[config.mk]
export PLATFORM = sky130hd
export DESIGN_NAME = button_move
export DESIGN_NICKNAME = d
export VERILOG_FILES = /design/src/rtl/button_move_pkg.sv /design/src/rtl/button_move_debounce.sv /design/src/rtl/button_move.sv
export SDC_FILE = /design/constraint.sdc
export NUM_CORES = 1
export LEC_CHECK = 0
export CORE_UTILIZATION = 60
export DETAILED_ROUTE_END_ITERATION = 8
export PLACE_DENSITY = 0.76
export SYNTH_ARGS = -nofsm -noshare
export SYNTH_HDL_FRONTEND = slang
export SYNTH_SLANG_ARGS = --single-unit
[constraint.sdc]
create_clock -name i_clk -period 8 [get_ports i_clk]
set_input_delay 0.8 -clock i_clk [delete_from_list [all_inputs] [get_ports i_clk]]
set_output_delay 0.8 -clock i_clk [all_outputs]
set_load 0.02 [all_outputs]
[src/rtl/button_move_pkg.sv]
// Shared tic-tac-toe game definitions: board layout, square encoding,
// result codes and the button front-end state encoding.
package button_move_pkg;

    localparam int unsigned BOARD_W     = 18;
    localparam int unsigned NUM_SQUARES = 9;
    localparam int unsigned SQ_W        = 4;
    localparam logic [1:0]  SQ_EMPTY    = 2'b00;

    typedef enum logic [1:0] {
        RES_NONE = 2'd0,
        RES_XWIN = 2'd1,
        RES_OWIN = 2'd2,
        RES_DRAW = 2'd3
    } result_e;

    typedef enum logic [2:0] {
        ST_IDLE,
        ST_SELECT,
        ST_STROBE,
        ST_WAIT_DROP,
        ST_RESULT
    } state_e;

    // Square k occupies bits [2k+1:2k] of the board vector.
    function automatic logic [1:0] square_bits(input logic [BOARD_W-1:0] board,
                                               input int unsigned        sq);
        return board[2*sq +: 2];
    endfunction

    function automatic logic square_empty(input logic [BOARD_W-1:0] board,
                                          input int unsigned        sq);
        return square_bits(board, sq) == SQ_EMPTY;
    endfunction

endpackage

[src/rtl/button_move_debounce.sv]
// Button conditioner: 2-flop synchronizer, stability-count debouncer and a
// registered one-cycle rising-edge pulse of the debounced level.
module debounce #(
    parameter int unsigned DEBOUNCE_CYCLES = 10000
) (
    input  logic i_clk,
    input  logic i_reset,
    input  logic i_btn,
    output logic o_rise
);

    localparam int unsigned    CNT_W   = (DEBOUNCE_CYCLES > 1) ? $clog2(DEBOUNCE_CYCLES) : 1;
    localparam logic [CNT_W-1:0] CNT_MAX = CNT_W'(DEBOUNCE_CYCLES - 1);

    logic [1:0]       sync_q, sync_d;
    logic             level_q, level_d;
    logic             prev_q, prev_d;
    logic             rise_q, rise_d;
    logic [CNT_W-1:0] cnt_q, cnt_d;

    always_comb begin
        sync_d  = {sync_q[0], i_btn};
        level_d = level_q;
        cnt_d   = '0;
        // Level flips only after the synced input has disagreed for the full count.
        if (sync_q[1] != level_q) begin
            if (cnt_q == CNT_MAX) begin
                level_d = sync_q[1];
            end else begin
                cnt_d = cnt_q + CNT_W'(1);
            end
        end
        prev_d = level_q;
        rise_d = level_q & ~prev_q;
    end

    always_ff @(posedge i_clk or posedge i_reset) begin
        if (i_reset) begin
            sync_q  <= '0;
            level_q <= 1'b0;
            prev_q  <= 1'b0;
            rise_q  <= 1'b0;
            cnt_q   <= '0;
        end else begin
            sync_q  <= sync_d;
            level_q <= level_d;
            prev_q  <= prev_d;
            rise_q  <= rise_d;
            cnt_q   <= cnt_d;
        end
    end

    assign o_rise = rise_q;

endmodule

[src/rtl/button_move.sv]
// Pushbutton move-entry front end for the tic-tac-toe game FSM: cursor over
// empty squares, move commit handshake and blinking result display.
module button_move
    import button_move_pkg::*;
#(
    parameter int unsigned DEBOUNCE_CYCLES    = 10000,
    parameter int unsigned RESULT_HOLD_CYCLES = 2000000,
    parameter int unsigned BLINK_CYCLES       = 250000
) (
    input  logic                   i_clk,
    input  logic                   i_reset,
    input  logic                   i_btn_next,
    input  logic                   i_btn_select,
    input  logic [BOARD_W-1:0]     i_board,
    input  logic [1:0]             i_result,
    input  logic                   i_result_stb,
    input  logic                   i_need_userinput,
    output logic                   o_busy,
    output logic [SQ_W-1:0]        o_move,
    output logic                   o_move_stb,
    output logic [NUM_SQUARES-1:0] o_cursor_led,
    output logic [1:0]             o_result_led
);

    localparam int unsigned HOLD_W  = (RESULT_HOLD_CYCLES > 1) ? $clog2(RESULT_HOLD_CYCLES) : 1;
    localparam int unsigned BLINK_W = (BLINK_CYCLES > 1) ? $clog2(BLINK_CYCLES) : 1;
    localparam logic [HOLD_W-1:0]  HOLD_LOAD = HOLD_W'(RESULT_HOLD_CYCLES - 1);
    localparam logic [BLINK_W-1:0] BLINK_MAX = BLINK_W'(BLINK_CYCLES - 1);

    logic next_evt, select_evt;

    debounce #(.DEBOUNCE_CYCLES(DEBOUNCE_CYCLES)) u_db_next (
        .i_clk   (i_clk),
        .i_reset (i_reset),
        .i_btn   (i_btn_next),
        .o_rise  (next_evt)
    );

    debounce #(.DEBOUNCE_CYCLES(DEBOUNCE_CYCLES)) u_db_select (
        .i_clk   (i_clk),
        .i_reset (i_reset),
        .i_btn   (i_btn_select),
        .o_rise  (select_evt)
    );

    state_e                 state_q, state_d;
    logic [SQ_W-1:0]        cursor_q, cursor_d;
    logic [SQ_W-1:0]        move_q, move_d;
    logic                   move_stb_q, move_stb_d;
    logic                   busy_q, busy_d;
    logic [NUM_SQUARES-1:0] cursor_led_q, cursor_led_d;
    logic [1:0]             result_led_q, result_led_d;
    result_e                result_q, result_d;
    logic [HOLD_W-1:0]      hold_q, hold_d;
    logic [BLINK_W-1:0]     blink_cnt_q, blink_cnt_d;
    logic                   phase_q, phase_d;

    logic [SQ_W-1:0]        first_empty, next_empty;
    logic                   first_found, next_found;
    int unsigned            idx;

    always_comb begin
        first_empty = '0;
        first_found = 1'b0;
        next_empty  = cursor_q;
        next_found  = 1'b0;
        idx         = 0;
        for (int unsigned k = 0; k < NUM_SQUARES; k++) begin
            if (!first_found && square_empty(i_board, k)) begin
                first_empty = SQ_W'(k);
                first_found = 1'b1;
            end
        end
        // Walk forward from the cursor with wrap 8 -> 0; the cursor itself is never a candidate.
        for (int unsigned i = 1; i < NUM_SQUARES; i++) begin
            idx = 32'(cursor_q) + i;
            if (idx >= NUM_SQUARES) begin
                idx = idx - NUM_SQUARES;
            end
            if (!next_found && square_empty(i_board, idx)) begin
                next_empty = SQ_W'(idx);
                next_found = 1'b1;
            end
        end
    end

    always_comb begin
        state_d     = state_q;
        cursor_d    = cursor_q;
        result_d    = result_q;
        hold_d      = hold_q;
        blink_cnt_d = blink_cnt_q;
        phase_d     = phase_q;

        if (i_result_stb) begin
            result_d    = result_e'(i_result);
            hold_d      = HOLD_LOAD;
            blink_cnt_d = '0;
            phase_d     = 1'b0;
            state_d     = ST_RESULT;
        end else begin
            unique case (state_q)
                ST_IDLE: begin
                    if (i_need_userinput) begin
                        state_d  = ST_SELECT;
                        cursor_d = first_empty;
                    end
                end
                ST_SELECT: begin
                    if (!i_need_userinput) begin
                        state_d = ST_IDLE;
                    end else if (select_evt) begin
                        if (square_empty(i_board, 32'(cursor_q))) begin
                            state_d = ST_STROBE;
                        end
                    end else if (next_evt) begin
                        cursor_d = next_empty;
                    end
                end
                ST_STROBE: begin
                    state_d = ST_WAIT_DROP;
                end
                ST_WAIT_DROP: begin
                    if (!i_need_userinput) begin
                        state_d = ST_IDLE;
                    end
                end
                ST_RESULT: begin
                    if (hold_q == '0) begin
                        state_d = ST_IDLE;
                    end else begin
                        hold_d = hold_q - HOLD_W'(1);
                        if (blink_cnt_q == BLINK_MAX) begin
                            blink_cnt_d = '0;
                            phase_d     = ~phase_q;
                        end else begin
                            blink_cnt_d = blink_cnt_q + BLINK_W'(1);
                        end
                    end
                end
                default: state_d = ST_IDLE;
            endcase
        end

        // Outputs are decoded from the next state so every port comes straight from a flop.
        move_stb_d   = (state_d == ST_STROBE);
        move_d       = move_stb_d ? cursor_q : move_q;
        busy_d       = (state_d == ST_RESULT);
        cursor_led_d = (state_d == ST_SELECT) ? (NUM_SQUARES'(1) << cursor_d) : '0;
        result_led_d = (busy_d && phase_d) ? result_d : 2'b00;
    end

    always_ff @(posedge i_clk or posedge i_reset) begin
        if (i_reset) begin
            state_q      <= ST_IDLE;
            cursor_q     <= '0;
            move_q       <= '0;
            move_stb_q   <= 1'b0;
            busy_q       <= 1'b0;
            cursor_led_q <= '0;
            result_led_q <= '0;
            result_q     <= RES_NONE;
            hold_q       <= '0;
            blink_cnt_q  <= '0;
            phase_q      <= 1'b0;
        end else begin
            state_q      <= state_d;
            cursor_q     <= cursor_d;
            move_q       <= move_d;
            move_stb_q   <= move_stb_d;
            busy_q       <= busy_d;
            cursor_led_q <= cursor_led_d;
            result_led_q <= result_led_d;
            result_q     <= result_d;
            hold_q       <= hold_d;
            blink_cnt_q  <= blink_cnt_d;
            phase_q      <= phase_d;
        end
    end

    assign o_busy       = busy_q;
    assign o_move       = move_q;
    assign o_move_stb   = move_stb_q;
    assign o_cursor_led = cursor_led_q;
    assign o_result_led = result_led_q;

endmodule

Word-level counts from Yosys, hierarchy flattened
Index checks and enable logic that the tools add are counted.
{"block": "totals", "romBits": 0, "elab_cells": 203, "mem_count": 0, "in_bits": 26, "out_inout_bits": 17, "regBits": 104, "latch_bits": 0, "ram_bits": 0}
{"block": "op_classes", "bitwise": 5, "mul": 0, "n_mux": 71, "div": 0, "n_shift": 10, "n_lt_le_gt_ge": 8, "eq_ne": 13, "n_addsub": 20, "reduce_logical": 55}
{"operator": "$shiftx 18x33->2", "n": 8}
{"operator": "$mux 31", "n": 8}
{"operator": "$mux 4", "n": 19}
{"operator": "$mux 18", "n": 4}
{"operator": "$mux 21", "n": 3}
{"operator": "$mux 14", "n": 4}
{"operator": "$sub 5x4->6 const B", "n": 8}
{"operator": "$ge 5x4->1 const B", "n": 8}
{"operator": "$logic_not 2->1", "n": 18}
{"operator": "$add 14x1->14 const B", "n": 2}
{"operator": "$eq 14x14->1 const B", "n": 2}
{"operator": "$logic_not 21->1", "n": 1}
{"operator": "$mux 3", "n": 7}
{"operator": "$sub 21x1->21 const B", "n": 1}
{"operator": "$add 4x3->5 const B", "n": 4}
{"operator": "$mux 1", "n": 20}
{"operator": "$add 18x1->18 const B", "n": 1}
{"operator": "$eq 18x18->1 const B", "n": 1}
{"operator": "$shiftx 18x6->2", "n": 1}
{"operator": "$logic_and 1x1->1", "n": 16}
{"operator": "$logic_not 1->1", "n": 15}
{"operator": "$pmux 3 s5", "n": 1}
{"operator": "$add 4x2->5 const B", "n": 2}
{"operator": "$eq 3x2->1 const B", "n": 3}
{"operator": "other kinds (15)", "n": 25}

Depth between registers and ports, before layout
{"block": "logic_depth", "depth_word": 34, "depth_mapped": 19, "ltp_nobuf": 15}

By module
A second synthesis with hierarchy kept.
{"block": "hier_totals", "hier_cells": 1057, "hier_area_um2": 8774.7}
{"mod": "button_move", "area_per_inst_um2": 7078.0, "seq_area_each_um2": 1651.6, "cells_each": 905, "instances": 1}
{"mod": "debounce", "area_per_inst_um2": 848.3, "seq_area_each_um2": 475.5, "cells_each": 76, "instances": 2}

Worst setup path after synthesis
OpenSTA, ideal clock, no wires.
{"block": "synth_timing", "path_type": "register to register", "startpoint": "register cursor_q[0]", "endpoint": "register cursor_led_q[5] (netlist: o_cursor_led[5])", "path_stages_with_launch": 17, "required_ns": 7.905, "n_path_buf": 3, "arrival_time_ns": 4.407, "setup_ns": 0.095, "path_slack_ns": 3.498, "path_cell_list": "dfrtp_1 -> clkinv_1 -> buf_2 -> clkbuf_1 -> ha_1 -> buf_2 -> nand2b_1 -> nor2_1 -> o21ai_4 -> xnor2_2 -> o31a_1 -> or3_4 -> o31ai_4 -> o311ai_1 -> and4_4 -> or4_4 -> nor4b_2"}
{"block": "synth_via", "elab_chain_cells": 34}
{"item": "start: declaration", "line": "button_move.sv:47", "source": "logic [SQ_W-1:0] cursor_q, cursor_d;"}
{"item": "start signal: assignment", "line": "button_move.sv:168", "source": "cursor_q <= cursor_d;"}
{"item": "$add 4x1->5", "line": "button_move.sv:76", "source": "idx = 32'(cursor_q) + i;"}
{"item": "$sub 5x4->6 / $ge 5x4->1 (equally long branches)", "line": "button_move.sv:78, button_move.sv:77"}
{"item": "$mux 31", "line": "button_move.sv:77", "source": "if (idx >= NUM_SQUARES) begin"}
{"item": "$shiftx 18x33->2", "line": "button_move_pkg.sv:28", "source": "return board[2*sq +: 2];"}
{"item": "$logic_not 2->1", "line": "button_move_pkg.sv:33", "source": "return square_bits(board, sq) == SQ_EMPTY;"}
{"item": "$mux 1", "line": "button_move.sv:80", "source": "if (!next_found && square_empty(i_board, idx)) begin"}
{"item": "$logic_not 1->1", "line": "button_move.sv:80"}
{"item": "$logic_and 1x1->1", "line": "button_move.sv:80"}
{"item": "[19 not listed]"}
{"item": "$mux 4", "line": "button_move.sv:116", "source": "end else if (next_evt) begin"}
{"item": "$mux 4", "line": "button_move.sv:112", "source": "end else if (select_evt) begin"}
{"item": "$mux 4", "line": "button_move.sv:110", "source": "if (!i_need_userinput) begin"}
{"item": "$pmux 4 s2", "line": "button_move.sv:102", "source": "unique case (state_q)"}
{"item": "$mux 4", "line": "button_move.sv:95", "source": "if (i_result_stb) begin"}
{"item": "$shl 1x4->9", "line": "button_move.sv:149", "source": "cursor_led_d = (state_d == ST_SELECT) ? (NUM_SQUARES'(1) << cursor_d) : '0;"}
{"item": "$mux 9 (*)", "line": "button_move.sv:149"}
{"item": "via cursor_led_d[5]", "line": "button_move.sv:51", "source": "logic [NUM_SQUARES-1:0] cursor_led_q, cursor_led_d;"}
{"item": "end signal: assignment", "line": "button_move.sv:172", "source": "cursor_led_q <= cursor_led_d;"}
{"item": "end: declaration", "line": "button_move.sv:51"}
The timed path passes the listed nets; every way through them passes the cells marked *.
A chain may end at the register's enable or synchronous reset.

Worst setup path in the final report
{"block": "layout_timing", "startpoint": "register cursor_q[1]", "endpoint": "register cursor_led_q[4] (netlist: o_cursor_led[4])"}
Same word-level chain as after synthesis.

==> impl_results.md <==
- Most used DFF post-synth: dfrtp_1
- Final TNS setup: 0 ns
- Area delta synth->final: 8.072%
- Drt pass-1 iters: 9
- Clock root cell: clkbuf_16
- Fin crit share: 0.7180
- DRC Markers: 6
- Cells after Synth: 1,087
- Layout net count: about 1,100
- Vias after detailed routing: 8,709
- Layout cells sized above 1: 0.09572
- Minimum clock period: between 5 and 6 ns
- Cts bufs inserted: 9
- Die Span Y: 124.9 µm
- Synthesized Nets: about 1,100
- Element type at the critical path end: register
- Hold Worst Slack: ~0.36 ns
- H-tree depth: 3
- CORE AREA: 14,640 µm²
- Clock Tree Buf Depth: 2
- PortBufs: 42
- Clock-pin slew on the worst setup and hold paths: 0.07 ns
- Rows: 44
- Top cells by area, synth: dfrtp_1 (29%), nor2_1 (4.4%), o21ai_0 (4.1%)
- Critical path arrival: approximately 6.0 ns
- Detailed placement HPWL: 18,050 µm
- Startpoint types: register
- Fin. Hold Viols: 0
- Multi-input logic area: 6057 µm²
- Initial antenna violation count: 0
- PD cells: 175.8 nW/µm²
- Hold_sp: u_db_next.sync_q[0]
- Postcts setup bufs: 0
- Peak supply drop: 150.8 µV
- Setup violators final: 0
- Run status: finished, violations left
- Final antenna-violating net count: 0
- HP Class: reg -> reg
- Synth area leader: dfrtp_1
- R2R Path Start: cursor_q[1]
- Vias in the first global route: 8,168
- CTS sink cnt: 104
- Clock latency on the worst-skew pair: 0.35 ns
- Syn. warnings: 0
- Pin count of the biggest net entering global routing: between 60 and 70
- CP startpoint: cursor_q[1]
- Ant. Diodes: 0
- Total gr overflow: 0
- Post-synth top area share: 0.2870
- Starting Density: 0.6192
- Netlist Area Pre-Place: about 9100 µm²
- Overall Global Routing Usage: 0.3342
- Worst-margin pin slew: 1.223 ns
- Yosys cell types: 107
- Register area share after synthesis: 0.2870
- I/O pins: 43
- Slew headroom: 0.1817
- Leak Pwr: 0.003875 µW
- Synth Register Bits: 104
- Slew Limit Fails: 0
- Crit-path max FO: 26
- Drt total wl: between 20,000 and 30,000 µm
- CP Data Required Time: 8.24 ns
- Post-CTS Hold Fix Bufs: 0
- Drt first-iter violations: 779
- Max Clk Rate: roughly 170 MHz
- Commonest non-fill, non-tap cell in the layout: nor2_1
- Final GP Congestion: 0.9501
- Most frequent cells in the layout: nor2_1 (106), dfrtp_1 (102), nand2_1 (87), o21ai_0 (74), a21oi_1 (59)
- Mean Syn Cell Area: 8.342 µm²
- Max-cap violations: 0
- Critical path class: reg -> reg
- Fill cells: 1,190
- First-pass GRT wire length: 42,040 µm
- Asr flop ratio synth: 1.000
- Drt wl/cell: around 20 µm
- Die W: 124.9 µm
- Violated checks: design-rule violations
- Via/cell ratio: 6.799
- Clock Skews: approximately 0.01 ns
- RSZ-0062 raised after global routing: no
- Post-CTS Resized: 0
- CTS tree: built
- DIE AREA: 15,610 µm²
- EDFF count, synth: 0
- Reg area: 2605 µm²
final cells by class:
class | instances | share of cell area
Timing Repair Buffer | 56 | 0.05363
Tap cell | 184 | 0.02349
Clock inverter | 7 | 0.008044
Multi-Input combinational cell | 901 | 0.6181
Inverter | 20 | 0.007916
Clock buffer | 9 | 0.02298
Sequential cell | 104 | 0.2658
metal layers:
metal,vias up,GRT usage,share of wire
li1,4069,-,-
met1,4177,0.4559,0.43
met2,398,0.5307,0.46
met3,65,0.04792,0.077
met4,0,0.1514,0.033
met5,-,0,0
report_power, final:
part	internal, µW	switching, µW
sequential	534	7.07
clock	246	201
combinational	271	463
kinds of logic after synthesis:
group / share of synthesized area
and+or+nand+nor: 0.2667
xor gates and xnor gates: 0.06968
AOI/OAI and AO/OA: 0.2522
muxes: 0.04209
adders and majority gates: 0.03726
buffers and inverters: 0.04498
DFF: 0.2870
cells in the mapped netlist, types with 5 or more instances:
cell      count
nand4_1      18
o22ai_1       6
a21boi_0      6
nor4b_1       5
nor2b_1      13
ha_1         27
nor3_1       41
a21oi_1      59
or3_1         8
nor2_1      106
a221o_1       5
or2_2        11
a211oi_1     15
o21a_1        5
inv_1        15
nand4b_1      7
mux2i_1      19
a31oi_1      12
dfrtp_1     104
buf_4         5
nand2_1      87
and3_1       30
buf_2        20
o221ai_1      6
o21ai_0      74
xnor2_2       5
xnor2_1      35
a22oi_1      10
xor2_1       26
nand3_1      44
o31ai_1       7
and2_1        5
nor3b_1      12
nand3b_1      6
mux2_2        9
a21o_1       12
nand2b_1     19
o211ai_1     20
clkbuf_1     27
nor4_1       13
worst max-delay path, cell delays in order (launching register included):
cell      delay, ns
dfrtp_1        0.32
buf_4          0.30
clkinv_1       0.51
ha_1           1.03
nand2b_1       0.29
nor3_1         0.09
o311ai_1       0.63
a21oi_1        0.08
or3_4          0.44
nor4_4         0.41
nand4_1        0.32
nor3_2         0.41
a21oi_1        0.12
o22a_1         0.34
nor4_1         0.33
per-stage QoR:
step	util	power, µW	setup WS (ns)	std cells	cell area [µm²]
after floorplan	-	1101	3.498	1087	9067
after global placement	0.6484	1258	2.553	1265	9495
after detailed placement	0.6484	1260	2.340	1265	9495
after CTS	0.6692	1710	2.353	1281	9799
after global routing	0.6692	1808	1.792	1281	9799
final	0.6692	1722	2.256	1281	9799
worst paths after layout:
path | endpoint | slack [ns] | depth (start not counted)
max | o_cursor_led[4] | 2.26 | 14
min | u_db_next.sync_q[1] | 0.36 | 0
max reg2reg | o_cursor_led[4] | 2.26 | 14
min reg2reg | u_db_next.sync_q[1] | 0.36 | 0
max in group asynchronous | hold_q[16] | 6.03 | 3
min in group asynchronous | u_db_select.cnt_q[0] | 0.87 | 2
flip-flops by register name, summed over array words and instances (netlist names):
register / cells
u_db_select.o_rise: 1
o_move_stb: 1
state_q: 3
o_cursor_led: 9
o_move: 4
o_busy: 1
u_db_next.o_rise: 1
u_db_select.cnt_q: 14
phase_q: 1
u_db_next.level_q: 1
o_result_led: 2
blink_cnt_q: 18
u_db_next.sync_q: 2
u_db_select.level_q: 1
u_db_next.prev_q: 1
result_q: 2
hold_q: 21
u_db_select.sync_q: 2
u_db_select.prev_q: 1
cursor_q: 4
u_db_next.cnt_q: 14
Power figures use the tool's default switching activity.
